<file path="config.mk">
export PLATFORM = sky130hd
export DESIGN_NAME = systolic_feed_sequencer
export DESIGN_NICKNAME = d
export VERILOG_FILES = /design/src/rtl/systolic_pkg.sv /design/src/rtl/systolic_skew_mux.sv /design/src/rtl/systolic_feed_sequencer.sv
export SDC_FILE = /design/constraint.sdc
export NUM_CORES = 1
export LEC_CHECK = 0
export ABC_AREA = 0
export BUFFER_PORTS_ARGS = -buffer_cell sky130_fd_sc_hd__buf_2
export CORE_AREA = 2 2 191 193
export CTS_CLUSTER_SIZE = 25
export DETAILED_ROUTE_END_ITERATION = 8
export DIE_AREA = 0 0 193 195
export PLACE_DENSITY = 0.57
export SYNTH_ARGS = -nofsm -noshare
export SYNTH_HDL_FRONTEND = slang
export SYNTH_HIERARCHICAL = 1
export SYNTH_SLANG_ARGS = --single-unit
</file>
<file path="constraint.sdc">
create_clock -name clk -period 5.21 [get_ports clk]
set_clock_uncertainty 0.2 [all_clocks]
set_input_delay 1.042 -clock clk [delete_from_list [all_inputs] [get_ports clk]]
set_output_delay 1.042 -clock clk [all_outputs]
set_load 0.05 [all_outputs]
</file>
<file path="src/rtl/systolic_pkg.sv">
// Shared constants and state encoding for the 4x4 output-stationary systolic array controller.
package systolic_pkg;

   localparam int SYS_N      = 4;
   localparam int SYS_A_W    = 16;
   localparam int SYS_B_W    = 8;
   localparam int SYS_PE_LAT = 1;
   localparam int ACC_W      = 32;
   localparam int FEED_LEN   = 3 * SYS_N - 2;

   typedef enum logic [2:0] {
      IDLE    = 3'd0,
      CLEAR   = 3'd1,
      FEED    = 3'd2,
      DRAIN   = 3'd3,
      CAPTURE = 3'd4,
      DONE    = 3'd5
   } state_e;

   // True when lane `lane` has a real operand at feed step `t` (0 <= t-lane < n).
   function automatic logic skew_hit(input int t, input int lane, input int n);
      return (t >= lane) && ((t - lane) < n);
   endfunction

endpackage

</file>
<file path="src/rtl/systolic_skew_mux.sv">
// Picks the diagonally skewed element of a flat row-major matrix for every edge lane.
// Row mode: lane i gets M[i][t-i]; column mode: lane j gets M[t-j][j].
module systolic_skew_mux
   import systolic_pkg::*;
#(
   parameter int N        = SYS_N,
   parameter int W        = SYS_B_W,
   parameter bit COL_MODE = 1'b0,
   parameter int TW       = $clog2(3 * N - 1)
) (
   input  logic               en,
   input  logic [TW-1:0]      t,
   input  logic [N*N*W-1:0]   mat,
   output logic [N*W-1:0]     lanes
);

   logic [N*W-1:0] lanes_s;

   // Per-lane skew select; lanes outside their diagonal window drive zero.
   always_comb begin
      lanes_s = {(N*W){1'b0}};
      for (int lane = 0; lane < N; lane++) begin
         if (en && skew_hit(int'(t), lane, N)) begin
            if (COL_MODE) begin
               lanes_s[lane*W +: W] = mat[((int'(t) - lane) * N + lane) * W +: W];
            end else begin
               lanes_s[lane*W +: W] = mat[(lane * N + (int'(t) - lane)) * W +: W];
            end
         end else begin
            lanes_s[lane*W +: W] = {W{1'b0}};
         end
      end
   end

   assign lanes = lanes_s;

endmodule

</file>
<file path="src/rtl/systolic_feed_sequencer.sv">
// Runs one matrix multiply on the systolic array: clear, skewed feed, drain, capture.
// Control outputs are registered from the next-state decode; edges are decoded from registered t.
module systolic_feed_sequencer
   import systolic_pkg::*;
#(
   parameter int N      = SYS_N,
   parameter int A_W    = SYS_A_W,
   parameter int B_W    = SYS_B_W,
   parameter int PE_LAT = SYS_PE_LAT
) (
   input  logic               clk,
   input  logic               rst_n,
   input  logic               start,
   input  logic [N*N*A_W-1:0] a_mat,
   input  logic [N*N*B_W-1:0] b_mat,
   output logic               ready,
   output logic               done,
   output logic               arr_clear,
   output logic               arr_en,
   output logic [N*A_W-1:0]   a_edge,
   output logic [N*B_W-1:0]   b_edge,
   output logic               res_capture
);

   localparam int TW = $clog2(3 * N - 1);
   localparam int DW = $clog2(PE_LAT + 1);
   localparam logic [TW-1:0] T_LAST = TW'(3 * N - 3);
   localparam logic [DW-1:0] D_LAST = DW'(PE_LAT - 1);

   state_e        state_r;
   state_e        state_s;
   logic [TW-1:0] t_r;
   logic [TW-1:0] t_s;
   logic [DW-1:0] d_r;
   logic [DW-1:0] d_s;
   logic          ready_r;
   logic          done_r;
   logic          clear_r;
   logic          en_r;
   logic          capture_r;
   logic          feed_s;

   // Next-state and counter update; start is only honoured from IDLE or DONE.
   always_comb begin
      state_s = state_r;
      t_s     = t_r;
      d_s     = d_r;
      case (state_r)
         IDLE, DONE: begin
            if (start) begin
               state_s = CLEAR;
            end else begin
               state_s = state_r;
            end
         end
         CLEAR: begin
            state_s = FEED;
            t_s     = {TW{1'b0}};
         end
         FEED: begin
            if (t_r == T_LAST) begin
               state_s = DRAIN;
               t_s     = {TW{1'b0}};
               d_s     = {DW{1'b0}};
            end else begin
               t_s = t_r + TW'(1);
            end
         end
         DRAIN: begin
            if (d_r == D_LAST) begin
               state_s = CAPTURE;
               d_s     = {DW{1'b0}};
            end else begin
               d_s = d_r + DW'(1);
            end
         end
         CAPTURE: begin
            state_s = DONE;
         end
         default: begin
            state_s = IDLE;
            t_s     = {TW{1'b0}};
            d_s     = {DW{1'b0}};
         end
      endcase
   end

   // State, counters and control outputs registered from the next-state decode.
   always_ff @(posedge clk or negedge rst_n) begin
      if (!rst_n) begin
         state_r   <= IDLE;
         t_r       <= {TW{1'b0}};
         d_r       <= {DW{1'b0}};
         ready_r   <= 1'b1;
         done_r    <= 1'b0;
         clear_r   <= 1'b0;
         en_r      <= 1'b0;
         capture_r <= 1'b0;
      end else begin
         state_r   <= state_s;
         t_r       <= t_s;
         d_r       <= d_s;
         ready_r   <= (state_s == IDLE) || (state_s == DONE);
         done_r    <= (state_s == DONE);
         clear_r   <= (state_s == CLEAR);
         en_r      <= (state_s == FEED) || (state_s == DRAIN);
         capture_r <= (state_s == CAPTURE);
      end
   end

   assign feed_s = (state_r == FEED);

   systolic_skew_mux #(
      .N        (N),
      .W        (A_W),
      .COL_MODE (1'b0),
      .TW       (TW)
   ) u_skew_a (
      .en    (feed_s),
      .t     (t_r),
      .mat   (a_mat),
      .lanes (a_edge)
   );

   systolic_skew_mux #(
      .N        (N),
      .W        (B_W),
      .COL_MODE (1'b1),
      .TW       (TW)
   ) u_skew_b (
      .en    (feed_s),
      .t     (t_r),
      .mat   (b_mat),
      .lanes (b_edge)
   );

   assign ready       = ready_r;
   assign done        = done_r;
   assign arr_clear   = clear_r;
   assign arr_en      = en_r;
   assign res_capture = capture_r;

endmodule

</file>
==> out/results.ini <==
[power_and_ir_drop]
clockPowerShare=0.027
power_density_nw_per_um2=490.5
p_sw_frac=0.5202
p_int_uw=2888
pwr-share-comb=0.942
switchingPower_uw=3132
leakage_uw=0.005098
ir_drop_v=0.0003358
seq_power_share=0.031

[final_layout]
fin_area_um2=12270
drive_gt1_frac=0.6264
nets=1649
synthToLayoutAreaGrowth_pct=31.98

[timing]
setup_tns_ps=0
period_share=0.9009
slew_violations=0
fmax_ghz=0.2131
setup_viol=0
rsz0062_at_grt=false
worst_slew_margin_rel=0.4439
worst_slew_pin_slew_ps=834.2
fin_crit_ps=4693
finalHoldViolCount=0

[cts]
insertion_delay_ps=250
path_clk_slew_ps=50
clock-sinks=12
cts_made_buffers=3
post_cts_buffers=0
cts_root_buffer=clkbuf_16
clock_path_buffers=2
cts_tree=built
htree_levels=1
cts_hold_buf=0
post_cts_resize_count=0

[setup_path]
r2r_cells=5
startpoint_type=flip-flop
r2r-start=state_r[2]
regToRegSetupSlack_ps=3110
path_max_fanout=11
critPathLaunch=t_r[2]
crit_required_ps=3970
end_kind=primary output
endpoint=a_edge[47]
cp.arrival_ps=3450
r2r-end=t_r[3]
critPathKind=reg -> out

[yosys]
syn_avg_cell_area_um2=11.58
synth_cell_types=59
yosys_warnings=6
syn_nets=1209
synth.area.top_cells=mux4_2 52%, mux4_1 6.8%, nand2_1 4.6%
netlist_area_um2=9299
synth-seq-cells=12
yosysSeqAreaShare=0.03243
synth.most_common_cell=mux4_2
yosys.area.top_type_share=0.5207
synth_edf_count=0
synth_top_area_cell=mux4_2
synth_common_cells=215 x mux4_2, 113 x nand2_1, 63 x nor2b_1
async_flop_share=1.000
ys.flop_type=dfrtp_1
syn_inst=803

[global_routing]
grt_max_degree=120
gr-usage-all-layers=0.2201
antenna_found_initial=16
grt_first_pass_wirelength_um=62960
grt-ovfl-total=0
first_global_vias=10330

[drt]
drt_iter0_drc=747
first_pass_iters=5
ant_nets=0
viasPerCell=5.811
drc_errors=0
num_vias=9954
routedWlPerCell_um=25.19
routed_wl_um=43150

[floorplanning]
core_um2=35400
start_util=0.2627
num_rows=69
fp.dieH_um=195
dieArea_um2=37640
boundaryPins=488
die_x_um=193

[placed_design]
hpwl_um=35180
gp_congestion=0.9284
port_buffers=487
placed_area_um2=12160

[run_status]
status=finished clean

[job]
drv_cap=0

[worst_hold_path]
min_path_type=reg -> reg

[sequential cells by signal, indices dropped and copies added, names as in the netlist]
| name | flops |
|---|---|
| arr_en | 1 |
| res_capture | 1 |
| done | 1 |
| state_r | 3 |
| t_r | 4 |
| ready | 1 |
| arr_clear | 1 |
[power by group through the flow]
stage | combinational (uW) | sequential (uW) | clock [uW]
global placement | 5650 | 189 | 0
finish | 5670 | 189 | 161
floorplan | 4370 | 213 | 0
global route | 6070 | 198 | 171
CTS | 5700 | 190 | 168
detailed placement | 5680 | 191 | 0
[metal layers]
layer / up-vias / global-route usage / wire [um]
met2: 633 / 0.3957 / 22470
met3: 67 / 0.03684 / 3895
met1: 4985 / 0.2653 / 15610
met4: 4 / 0.07071 / 1145
met5: - / 0 / 30
li1: 4265 / - / -
[cell usage in the layout (no fill, tap or decap), types with 3 or more instances in the layout]
master / instances
mux4_1: 24
buf_2: 483
ha_1: 16
buf_4: 38
a21oi_1: 27
a32oi_1: 5
xnor2_1: 4
clkbuf_16: 3
nor2_1: 11
diode_2: 10
o21ai_1: 5
nand4_1: 6
mux2_2: 3
xnor2_2: 3
dfrtp_1: 8
and3_1: 14
o21ai_0: 8
inv_2: 4
mux4_2: 215
and2b_1: 4
nor3_1: 3
nand2_1: 113
nand3_1: 32
nand2b_1: 7
a211oi_1: 40
a31oi_1: 4
nor2b_1: 63
buf_12: 6
inv_1: 8
mux2i_1: 27
a311oi_1: 9
and2_1: 8
[worst max-delay path, stage by stage, from the launching register on]
cell and delay [ps]:
dfrtp_2 540, inv_1 180, ha_1 240, ha_2 410, ha_1 160, nand2_1 60
xnor2_1 130, a211oi_2 230, nand2b_1 320, buf_4 320, a311oi_1 430, buf_12 200
[through the flow]
step | instances | hold WS [ps] | util | power (uW) | worst slack, ps
floorplan | 803 | 306.6 | - | 4581 | 45.78
global placement | 1699 | 423.8 | 0.3435 | 5842 | 779.0
detailed placement | 1699 | 438.2 | 0.3435 | 5869 | 762.5
CTS | 1703 | 453.0 | 0.3460 | 6053 | 490.8
global route | 1713 | 492.5 | 0.3467 | 6437 | 319.4
finish | 1713 | 452.7 | 0.3467 | 6020 | 516.5
[layout make-up]
cell class	instances	area [um2]
Clock buffer	4	88.84
Antenna cell	10	25.02
Timing Repair Buffer	527	2823
Fill cell	3702	23120
Tap cell	461	576.8
Sequential cell	12	310.3
Multi-Input combinational cell	687	8404
Inverter	12	45.04
[worst min path at each step]
stage               slack, ps  depth (start not counted)  startpoint     endpoint
floorplan                 310                          2  state_r[0]        ready
global placement          420                          1  state_r[0]        ready
detailed placement        440                          1  state_r[0]        ready
CTS                       450                          1  state_r[0]        ready
global route              490                          1       rst_n  res_capture
finish                    450                          1  state_r[0]        ready
[kinds of logic (layout without fill, tap and decap cells)]
kind of cell             Yosys count  count (layout)  share of synthesized area
AND/OR/NAND/NOR                  272             272                     0.1491
multiplexers                     269             269                     0.6212
AO/OA/AOI/OAI                    116             116                    0.08773
buffers and inverters            104             543                    0.07118
adder cells (fa/ha/maj)           19              19                    0.02557
flip-flops                        12              12                    0.03243
XOR/XNOR                          11              11                    0.01278
other                              0              10                          0
(Power assumes the default switching activity.)
